==> config.mk <==
export PLATFORM = sky130hd
export DESIGN_NAME = imm_extend_pipe_flat
export DESIGN_NICKNAME = d
export VERILOG_FILES = /design/src/rtl/imm_extend_pipe_if.sv /design/src/rtl/imm_extend_pipe.sv /design/src/flat_wrapper.sv
export SDC_FILE = /design/constraint.sdc
export NUM_CORES = 1
export LEC_CHECK = 0
export CAP_MARGIN = 10
export CORE_ASPECT_RATIO = 1.4
export CORE_MARGIN = 2
export CORE_UTILIZATION = 47
export DETAILED_ROUTE_END_ITERATION = 10
export PLACE_DENSITY = 0.76
export SETUP_SLACK_MARGIN = 0.2
export SLEW_MARGIN = 10
export SYNTH_ARGS = -nofsm -noshare
export SYNTH_HDL_FRONTEND = slang
export SYNTH_SLANG_ARGS = --single-unit
==> constraint.sdc <==
create_clock -name clk -period 1.5 [get_ports clk]
set_input_delay 0.3 -clock clk [delete_from_list [all_inputs] [get_ports clk]]
set_output_delay 0.3 -clock clk [all_outputs]
set_load 0.05 [all_outputs]
==> src/rtl/imm_extend_pipe_if.sv <==
// Handshake bundle between decode (master) and the immediate-extension stage (slave).
// Latency: none, wires only.
// Backpressure: carries in_ready/out_ready; the slave owns in_ready, out_valid, out_data.
//
// Signals:
//   in_valid/in_ready/in_data/in_mode  : upstream beat (raw immediate + extension mode)
//   out_valid/out_ready/out_data       : downstream result (extended immediate)
interface imm_extend_pipe_if #(
    parameter int IN_W  = 16,
    parameter int OUT_W = 32
);
    logic             in_valid;
    logic             in_ready;
    logic [IN_W-1:0]  in_data;
    logic [1:0]       in_mode;
    logic             out_valid;
    logic             out_ready;
    logic [OUT_W-1:0] out_data;

    // Upstream/downstream side: presents beats, accepts results.
    modport master (
        output in_valid,
        input  in_ready,
        output in_data,
        output in_mode,
        input  out_valid,
        output out_ready,
        input  out_data
    );

    // Extension stage side.
    modport slave (
        input  in_valid,
        output in_ready,
        input  in_data,
        input  in_mode,
        output out_valid,
        input  out_ready,
        output out_data
    );
endinterface

==> src/rtl/imm_extend_pipe.sv <==
// Pipelined immediate extension (sign / zero / upper / branch-offset) for the MIPS datapath.
// Latency: 1 cycle from accept to out_data when the stage is empty.
// Backpressure: 2-entry skid (main + skid reg); in_ready drops only when both are full, from state alone.
//
// Ports:
//   clk        rising-edge clock
//   rst_n      asynchronous active-low reset
//   flush      synchronous flush, discards held entries and any beat offered that cycle
//   occupancy  number of held entries (0, 1, 2)
//   bus        imm_extend_pipe_if.slave: in_valid/in_ready/in_data/in_mode, out_valid/out_ready/out_data
//
// Build option: define EXTEND_BRANCH_EN to make mode 11 the branch-offset
// extension (sign-extend then shift left 2). Without it mode 11 is plain
// sign extension and no shifter is built.
module imm_extend_pipe #(
    parameter int IN_W  = 16,
    parameter int OUT_W = 32
) (
    input  logic                clk,
    input  logic                rst_n,
    input  logic                flush,
    output logic [1:0]          occupancy,
    imm_extend_pipe_if.slave    bus
);

    // ------------------------------------------------------------------
    // Parameter sanity
    // ------------------------------------------------------------------
    // The branch mode drops the top two bits of the sign-extended value,
    // so at least two bits of headroom above IN_W are required.
    generate
        if (IN_W < 2) begin : g_bad_in_w
            $error("imm_extend_pipe: IN_W must be >= 2");
        end
        if (OUT_W < IN_W + 2) begin : g_bad_out_w
            $error("imm_extend_pipe: OUT_W must be >= IN_W+2");
        end
    endgenerate

    localparam int PAD_W = OUT_W - IN_W;

    typedef enum logic [1:0] {
        EMPTY = 2'd0,
        ONE   = 2'd1,
        TWO   = 2'd2
    } state_t;

    localparam logic [1:0] MODE_SIGN   = 2'b00;
    localparam logic [1:0] MODE_ZERO   = 2'b01;
    localparam logic [1:0] MODE_UPPER  = 2'b10;
    localparam logic [1:0] MODE_BRANCH = 2'b11;

    state_t           state_q;
    state_t           state_d;
    logic [OUT_W-1:0] main_q;
    logic [OUT_W-1:0] skid_q;

    logic             accept;
    logic             consume;
    logic             main_load;
    logic             main_from_skid;
    logic             skid_load;

    // ------------------------------------------------------------------
    // Extension datapath (ahead of the registers)
    // ------------------------------------------------------------------
    logic [OUT_W-1:0] sign_ext;
    logic [OUT_W-1:0] zero_ext;
    logic [OUT_W-1:0] upper_ext;
    logic [OUT_W-1:0] ext_dat;

    always_comb begin
        sign_ext  = {{PAD_W{bus.in_data[IN_W-1]}}, bus.in_data};
        zero_ext  = {{PAD_W{1'b0}}, bus.in_data};
        upper_ext = {bus.in_data, {PAD_W{1'b0}}};
    end

`ifdef EXTEND_BRANCH_EN
    logic [OUT_W-1:0] branch_ext;

    // Word-offset branch target: sign-extended immediate times four.
    // The two MSBs of sign_ext fall off; they are copies of the sign
    // bit because PAD_W >= 2, so no information is lost.
    always_comb begin
        branch_ext = {sign_ext[OUT_W-3:0], 2'b00};
    end
`endif

    // Mode bits are only meaningful on accept; X/undriven values while
    // in_valid=0 fall through to the default arm and are never stored.
    always_comb begin
        ext_dat = sign_ext;
        case (bus.in_mode)
            MODE_SIGN:   ext_dat = sign_ext;
            MODE_ZERO:   ext_dat = zero_ext;
            MODE_UPPER:  ext_dat = upper_ext;
`ifdef EXTEND_BRANCH_EN
            MODE_BRANCH: ext_dat = branch_ext;
`else
            MODE_BRANCH: ext_dat = sign_ext;
`endif
            default:     ext_dat = sign_ext;
        endcase
    end

    // ------------------------------------------------------------------
    // Handshake decode
    // ------------------------------------------------------------------
    // in_ready and out_valid are pure decodes of the state register, so
    // neither has a combinational path from out_ready or in_valid.
    always_comb begin
        bus.in_ready  = (state_q != TWO);
        bus.out_valid = (state_q != EMPTY);
        bus.out_data  = main_q;
        occupancy     = state_q;
    end

    always_comb begin
        accept  = bus.in_valid  && bus.in_ready;
        consume = bus.out_valid && bus.out_ready;
    end

    // ------------------------------------------------------------------
    // Next-state and register-load control
    // ------------------------------------------------------------------
    always_comb begin
        state_d        = state_q;
        main_load      = 1'b0;
        main_from_skid = 1'b0;
        skid_load      = 1'b0;

        if (flush) begin
            // Flush wins over accept and consume; main_q is left alone so
            // out_data keeps its last value while out_valid is low.
            state_d = EMPTY;
        end else begin
            case (state_q)
                EMPTY: begin
                    if (accept) begin
                        main_load = 1'b1;
                        state_d   = ONE;
                    end
                end
                ONE: begin
                    if (accept && consume) begin
                        main_load = 1'b1;
                        state_d   = ONE;
                    end else if (accept) begin
                        // Main entry is still waiting; park the new beat
                        // behind it to preserve order.
                        skid_load = 1'b1;
                        state_d   = TWO;
                    end else if (consume) begin
                        state_d   = EMPTY;
                    end
                end
                TWO: begin
                    // in_ready is low here, so only a consume can happen.
                    if (consume) begin
                        main_from_skid = 1'b1;
                        state_d        = ONE;
                    end
                end
                default: begin
                    state_d = EMPTY;
                end
            endcase
        end
    end

    // ------------------------------------------------------------------
    // State and data registers
    // ------------------------------------------------------------------
    always_ff @(posedge clk or negedge rst_n) begin
        if (!rst_n) begin
            state_q <= EMPTY;
        end else begin
            state_q <= state_d;
        end
    end

    always_ff @(posedge clk or negedge rst_n) begin
        if (!rst_n) begin
            main_q <= '0;
        end else if (main_from_skid) begin
            main_q <= skid_q;
        end else if (main_load) begin
            main_q <= ext_dat;
        end
    end

    always_ff @(posedge clk or negedge rst_n) begin
        if (!rst_n) begin
            skid_q <= '0;
        end else if (skid_load) begin
            skid_q <= ext_dat;
        end
    end

endmodule

==> src/flat_wrapper.sv <==
// flat-port wrapper written by rule: the top's interface ports become plain ports
module imm_extend_pipe_flat 
#(
    parameter int IN_W  = 16,
    parameter int OUT_W = 32
)
  (clk, rst_n, flush, occupancy, bus_in_valid, bus_in_ready, bus_in_data, bus_in_mode, bus_out_valid, bus_out_ready, bus_out_data);
  imm_extend_pipe_if #(.IN_W(IN_W), .OUT_W(OUT_W)) bus_i ();
  input  logic clk;
  input  logic rst_n;
  input  logic flush;
  output logic [1:0] occupancy;
  input wire logic [$bits(bus_i.in_valid)-1:0] bus_in_valid;
  output wire logic [$bits(bus_i.in_ready)-1:0] bus_in_ready;
  input wire logic [$bits(bus_i.in_data)-1:0] bus_in_data;
  input wire logic [$bits(bus_i.in_mode)-1:0] bus_in_mode;
  output wire logic [$bits(bus_i.out_valid)-1:0] bus_out_valid;
  input wire logic [$bits(bus_i.out_ready)-1:0] bus_out_ready;
  output wire logic [$bits(bus_i.out_data)-1:0] bus_out_data;
  assign bus_i.in_valid = bus_in_valid;
  assign bus_in_ready = bus_i.in_ready;
  assign bus_i.in_data = bus_in_data;
  assign bus_i.in_mode = bus_in_mode;
  assign bus_out_valid = bus_i.out_valid;
  assign bus_i.out_ready = bus_out_ready;
  assign bus_out_data = bus_i.out_data;
  imm_extend_pipe #(.IN_W(IN_W), .OUT_W(OUT_W)) u_core (.clk(clk), .rst_n(rst_n), .flush(flush), .occupancy(occupancy), .bus(bus_i));
endmodule
After elaboration in Yosys (flattened, before gate mapping)
Index checks and enable logic that the tools add are counted.
{"block": "totals", "output_inout_bits": 36, "reg_bits": 66, "wordCells": 41}
{"block": "classes", "n_eq_ne": 9, "reduce_logical": 9, "n_mux": 20}
{"op": "one-hot mux 32 bit (3 select lines)", "count": 1}
{"op": "two-way mux 32 bit", "count": 2}
{"op": "two-way mux 2 bit", "count": 6}
{"op": "two-way mux 1 bit", "count": 9}
{"op": "equality test 2 bit, second input constant", "count": 3}
{"op": "!= test 3 x 2 -> 1 bit, second input constant", "count": 2}
{"op": "one-hot mux 2 bit (3 select lines)", "count": 1}
{"op": "!= test 5 x 2 -> 1 bit, second input constant", "count": 1}
{"op": "equality test 2 x 1 -> 1 bit, second input constant", "count": 2}
{"op": "logical NOT 2 bit", "count": 2}
{"op": "nonzero test 2 bit", "count": 2}
{"op": "logical AND 1 bit", "count": 3}
{"op": "AND reduction 3 bit", "count": 1}
{"op": "!= test 2 bit, second input constant", "count": 1}
{"op": "one-hot mux 1 bit (2 select lines)", "count": 1}
{"op": "OR reduction 2 bit", "count": 1}

Longest topological paths before layout
{"block": "logic_depth", "depth_word": 8, "ltp_mapped": 8, "depth_no_buf": 6}

Least setup slack after synthesis
No wires, ideal clock.
{"block": "synth_timing", "path_type": "register to register", "start": "reg u_core.state_q[0] (netlist: u_core.occupancy[0])", "end": "reg u_core.main_q[27] (netlist: u_core.bus.out_data[27])", "arrival_time_ps": 1765, "required_ps": 1375, "path_stages_with_launch": 5, "setup_slack_ps": -390, "setup_time_ps": 125, "n_path_buf": 1, "cell_sequence": "dfrtp_1 -> and4bb_4 -> buf_6 -> mux2_4 -> mux2_4"}
{"block": "synth_between", "elab_chain_cells": 7, "word_cells_on_any_way": 17}
{"element": "start, declared", "line": "imm_extend_pipe.sv:53", "rtl": "state_t state_q;"}
{"element": "start signal, assigned", "line": "imm_extend_pipe.sv:178", "rtl": "state_q <= state_d;"}
{"element": "!= test 2 bit or nonzero test 2 bit (tied branches)", "line": "imm_extend_pipe.sv:112, imm_extend_pipe.sv:113"}
{"element": "logical AND 1 bit (on tied branches)", "line": "imm_extend_pipe.sv:119, imm_extend_pipe.sv:120"}
{"element": "logical AND 1 bit", "line": "imm_extend_pipe.sv:145", "rtl": "if (accept && consume) begin"}
{"element": "two-way mux 1 bit", "line": "imm_extend_pipe.sv:145"}
{"element": "one-hot mux 1 bit (2 select lines)", "line": "imm_extend_pipe.sv:137", "rtl": "case (state_q)"}
{"element": "two-way mux 1 bit", "line": "imm_extend_pipe.sv:132", "rtl": "if (flush) begin"}
{"element": "nonzero test 2 bit (no line)"}
{"element": "end signal, assigned", "line": "imm_extend_pipe.sv:186", "rtl": "main_q <= skid_q;"}
{"element": "end signal, assigned", "line": "imm_extend_pipe.sv:188", "rtl": "main_q <= ext_dat;"}
{"element": "end, declared", "line": "imm_extend_pipe.sv:55", "rtl": "logic [OUT_W-1:0] main_q;"}
Several ways; a longest one is shown, not always the timed one.
A chain may end at the register's enable or synchronous reset.

Worst setup path after layout
{"block": "layout_timing", "start": "reg u_core.state_q[0] (netlist: u_core.occupancy[0])", "end": "reg u_core.main_q[24] (netlist: u_core.bus.out_data[24])"}
Same word-level chain as after synthesis.

==> impl_metrics.csv <==
group,metric,value,unit
final_layout,antennaDiodeCount,0,
final_layout,final_cell_mix,"64 x dfrtp_1, 45 x buf_12, 28 x a21oi_1, 28 x mux2_4",
cts,cts_buffer_depth,2,
routing,drt_wl_total,9.37,mm
floorplanning,die_h,103,um
floorplanning,die_x,74.5,um
synth,yosys.cell_types.count,25,
critical_path,cp_num_buf_inv,1,
sta,drv_slew,0,
synth,syn_area,0.00327,mm2
synth,syn-instance-count,300,
final_layout,final_area,0.00519,mm2
synth,yosysSeqAreaShare,50.5,%
critical_path,crit_family,"multiplexers",
synth,yosysWarningCount,0,
sta,whs,0.486,ns
final_layout,fillCellCount,416,
cts,cts_made_buffers,9,
final_layout,drive_above_1_share,46.3,%
placement,place.gp.congestion,0.777,
routing,viasPerCell,5.45,
routing,wl_per_cell,19.2,um
sta,fin_crit,1.67,ns
critical_path,cp_max_fo,11,
critical_path,cpMostUsedCell,"mux2_4",
sta,finalSetupViolations,62,
critical_path,startpoint_type,"flop",
status,violations,"setup timing",
placement,dp_slack,-0.724,ns
cts,clk_pin_slew,0.07,ns
sta,clock_skew,0.00513,ns
placement,dpl_cell_area,0.00450,mm2
grt,grt.total_usage,22.2,%
critical_path,crit_path_end_kind,"flop",
placement,dp_hpwl,5.09,mm
grt,grt_pass1_wl,12.6,mm
critical_path,critPathArrivalTime,1.90,ns
floorplanning,io-pin-count,59,
routing,final_antenna_net_count,0,
cts,cts.sinks,66,
critical_path,r2r_setup_slack,-0.17,ns
sta,post-route-period-util,111,%
synth,post_synth.cell_area_avg,10.9,um2
routing,drtIter0Drc,314,
critical_path,path_cells,"and4bb_4, buf_12, mux2_4, mux2_4",
sta,rsz0062_at_grt,"true",
routing,drc,0,
final_layout,mostFrequentLayoutCell,"dfrtp_1",
sta,finalHoldViolations,0,
final_layout,synthToLayoutAreaGrowth,58.4,%
routing,vias,2660,
sta,timing.fmax,599,MHz
grt,grt_overflow_total,0,
critical_path,crit_required,1.73,ns
sta,slew_headroom,65.1,%
cts,htreeDepth,3,
grt,grt_max_degree,67,
power,peakVddDrop,1.19,mV
placement,place.port_buffers,58,
sta,setup_slack,-0.168,ns
floorplanning,rows,36,
cts,insertion_delay,0.35,ns
critical_path,crit_type,"flop to flop",
synth,ys_ff_latch,66,
critical_path,cp-startpoint,"u_core.occupancy[0]$_DFFE_PN0P_",
floorplanning,fp.coreArea,0.00685,mm2
grt,grt_pass1_vias,2526,
power,p_leak,2.37,nW
power,finalPower,6.71,mW
floorplanning,die_area,0.00766,mm2
cts,cts-root-buf,"clkbuf_8",
floorplanning,start_util,47.8,%
flow_run,maxCapViolations,0,
final_layout,multi_input_area,0.00164,mm2
worst_hold_path,hold_class,"input pin to asynchronous set/reset pin",
sta,worst_pin_slew,0.522,ns
final_layout,nets,414,
synth,syn-num-nets,325,
cts,cts_tree,"yes",
critical_path,max_stage_delay,0.44,ns
routing,drt_first_pass_iters,4,
critical_path,reg2reg_from,"u_core.occupancy[0]$_DFFE_PN0P_",
power,powerDensity,1290,mW/mm2
critical_path,cpMaxStageDelayCell,"dfrtp_2",
final_layout,regArea,0.00165,mm2
synth,yosysTopAreaCellShare,50.5,%
status,outcome,"finished with violations",
synth,synth_area_leader_cell,"dfrtp_1",
grt,antenna_found_initial,0,
synth,ys_top_cells_by_area,"dfrtp_1 50%, mux2_4 12%, mux2_2 6.5%",
## worst reg2reg max path, cell delays in order (launching register included)
cell	delay (ns)
dfrtp_2	0.44
and4bb_4	0.36
buf_12	0.17
mux2_4	0.32
mux2_4	0.26
## metal layers
metal	routed length, um	vias up	global-route usage [%]	share of wire [%]
met5	0	-	0	0
met4	532	0	12.4	5.7
met3	483	43	5.08	5.2
met2	4810	110	34.0	51
met1	3550	1303	28.8	38
li1	-	1204	-	-
## power breakdown
| group | switching [mW] | leakage [nW] | internal (mW) |
|---|---|---|---|
| Combinational | 1.26 | 1.42 | 1.34 |
| Sequential | 0.386 | 0.849 | 2.17 |
| Clock | 0.672 | 0.106 | 0.893 |
| Total | 2.32 | 2.37 | 4.40 |
## final cells by class
class                   instances  area share [%]
flip-flops and latches         66            31.9
clock inverters                 2           0.676
clock buffers                  13            3.26
inverters                      20            1.45
multi-input cells             195            31.6
well taps                      95            2.29
repair buffers                 97            28.9
## flip-flops by register name, summed over array words and instances, names as in the netlist
name,count
u_core.skid_q,32
u_core.occupancy,2
u_core.bus.out_data,32
## final timing paths
kind,endpoint,cells past startpoint
setup / recovery,u_core.bus.out_data[24]$_DFFE_PN0P_,4
hold / removal,u_core.bus.out_data[9]$_DFFE_PN0P_,3
setup reg to reg,u_core.bus.out_data[24]$_DFFE_PN0P_,4
hold reg to reg,u_core.skid_q[31]$_DFFE_PN0P_,2
max in group asynchronous,u_core.occupancy[0]$_DFFE_PN0P_,3
min in group clk,u_core.skid_q[31]$_DFFE_PN0P_,2
## kinds of logic (layout without fill, tap and decap cells)
kind of cell | count (synthesis) | in the layout | synth area share (%)
AO/OA/AOI/OAI | 70 | 70 | 11.4
adder cells (fa/ha/maj) | 2 | 2 | 0.764
buffers and inverters | 40 | 132 | 5.89
flip-flops | 66 | 66 | 50.5
multiplexers | 63 | 63 | 24.0
AND/OR/NAND/NOR | 59 | 60 | 7.49
## synth_stat cells
| master | number |
|---|---|
| inv_1 | 20 |
| o21ai_0 | 34 |
| buf_4 | 1 |
| or2_2 | 1 |
| nand2_1 | 34 |
| buf_6 | 4 |
| mux2i_1 | 17 |
| nand2b_1 | 1 |
| nand3_1 | 1 |
| nor2b_1 | 2 |
| o21a_1 | 1 |
| nor2_1 | 19 |
| mux2_1 | 1 |
| o21ai_2 | 1 |
| a21oi_4 | 1 |
| dfrtp_1 | 66 |
| mux2_2 | 19 |
| a21oi_1 | 31 |
| o211ai_1 | 1 |
| ha_1 | 2 |
| clkbuf_1 | 8 |
| and4bb_4 | 1 |
| o31ai_1 | 1 |
| mux2_4 | 26 |
| buf_2 | 7 |
## per-stage QoR
step	utilization [%]	cells	setup TNS [ns]
2_1_floorplan	-	300	-4.32
3_3_place_gp	65.7	458	-29.79
3_5_place_dp	65.7	458	-31.79
4_1_cts	71.2	479	-3.29
5_1_grt	75.7	488	-7.58
6_report	75.7	488	-4.57
## what timing repair did
action | CTS | global route
buffers inserted | 3 | 3
hold endpoints to repair | 66 | 0
hold buffers | 1 | 0
gates resized for setup | 29 | 67
setup endpoints to repair | 68 | 68
pin swaps | 3 | 14
cloned | 2 | 6
No activity file was read; power rests on OpenSTA's default activity.
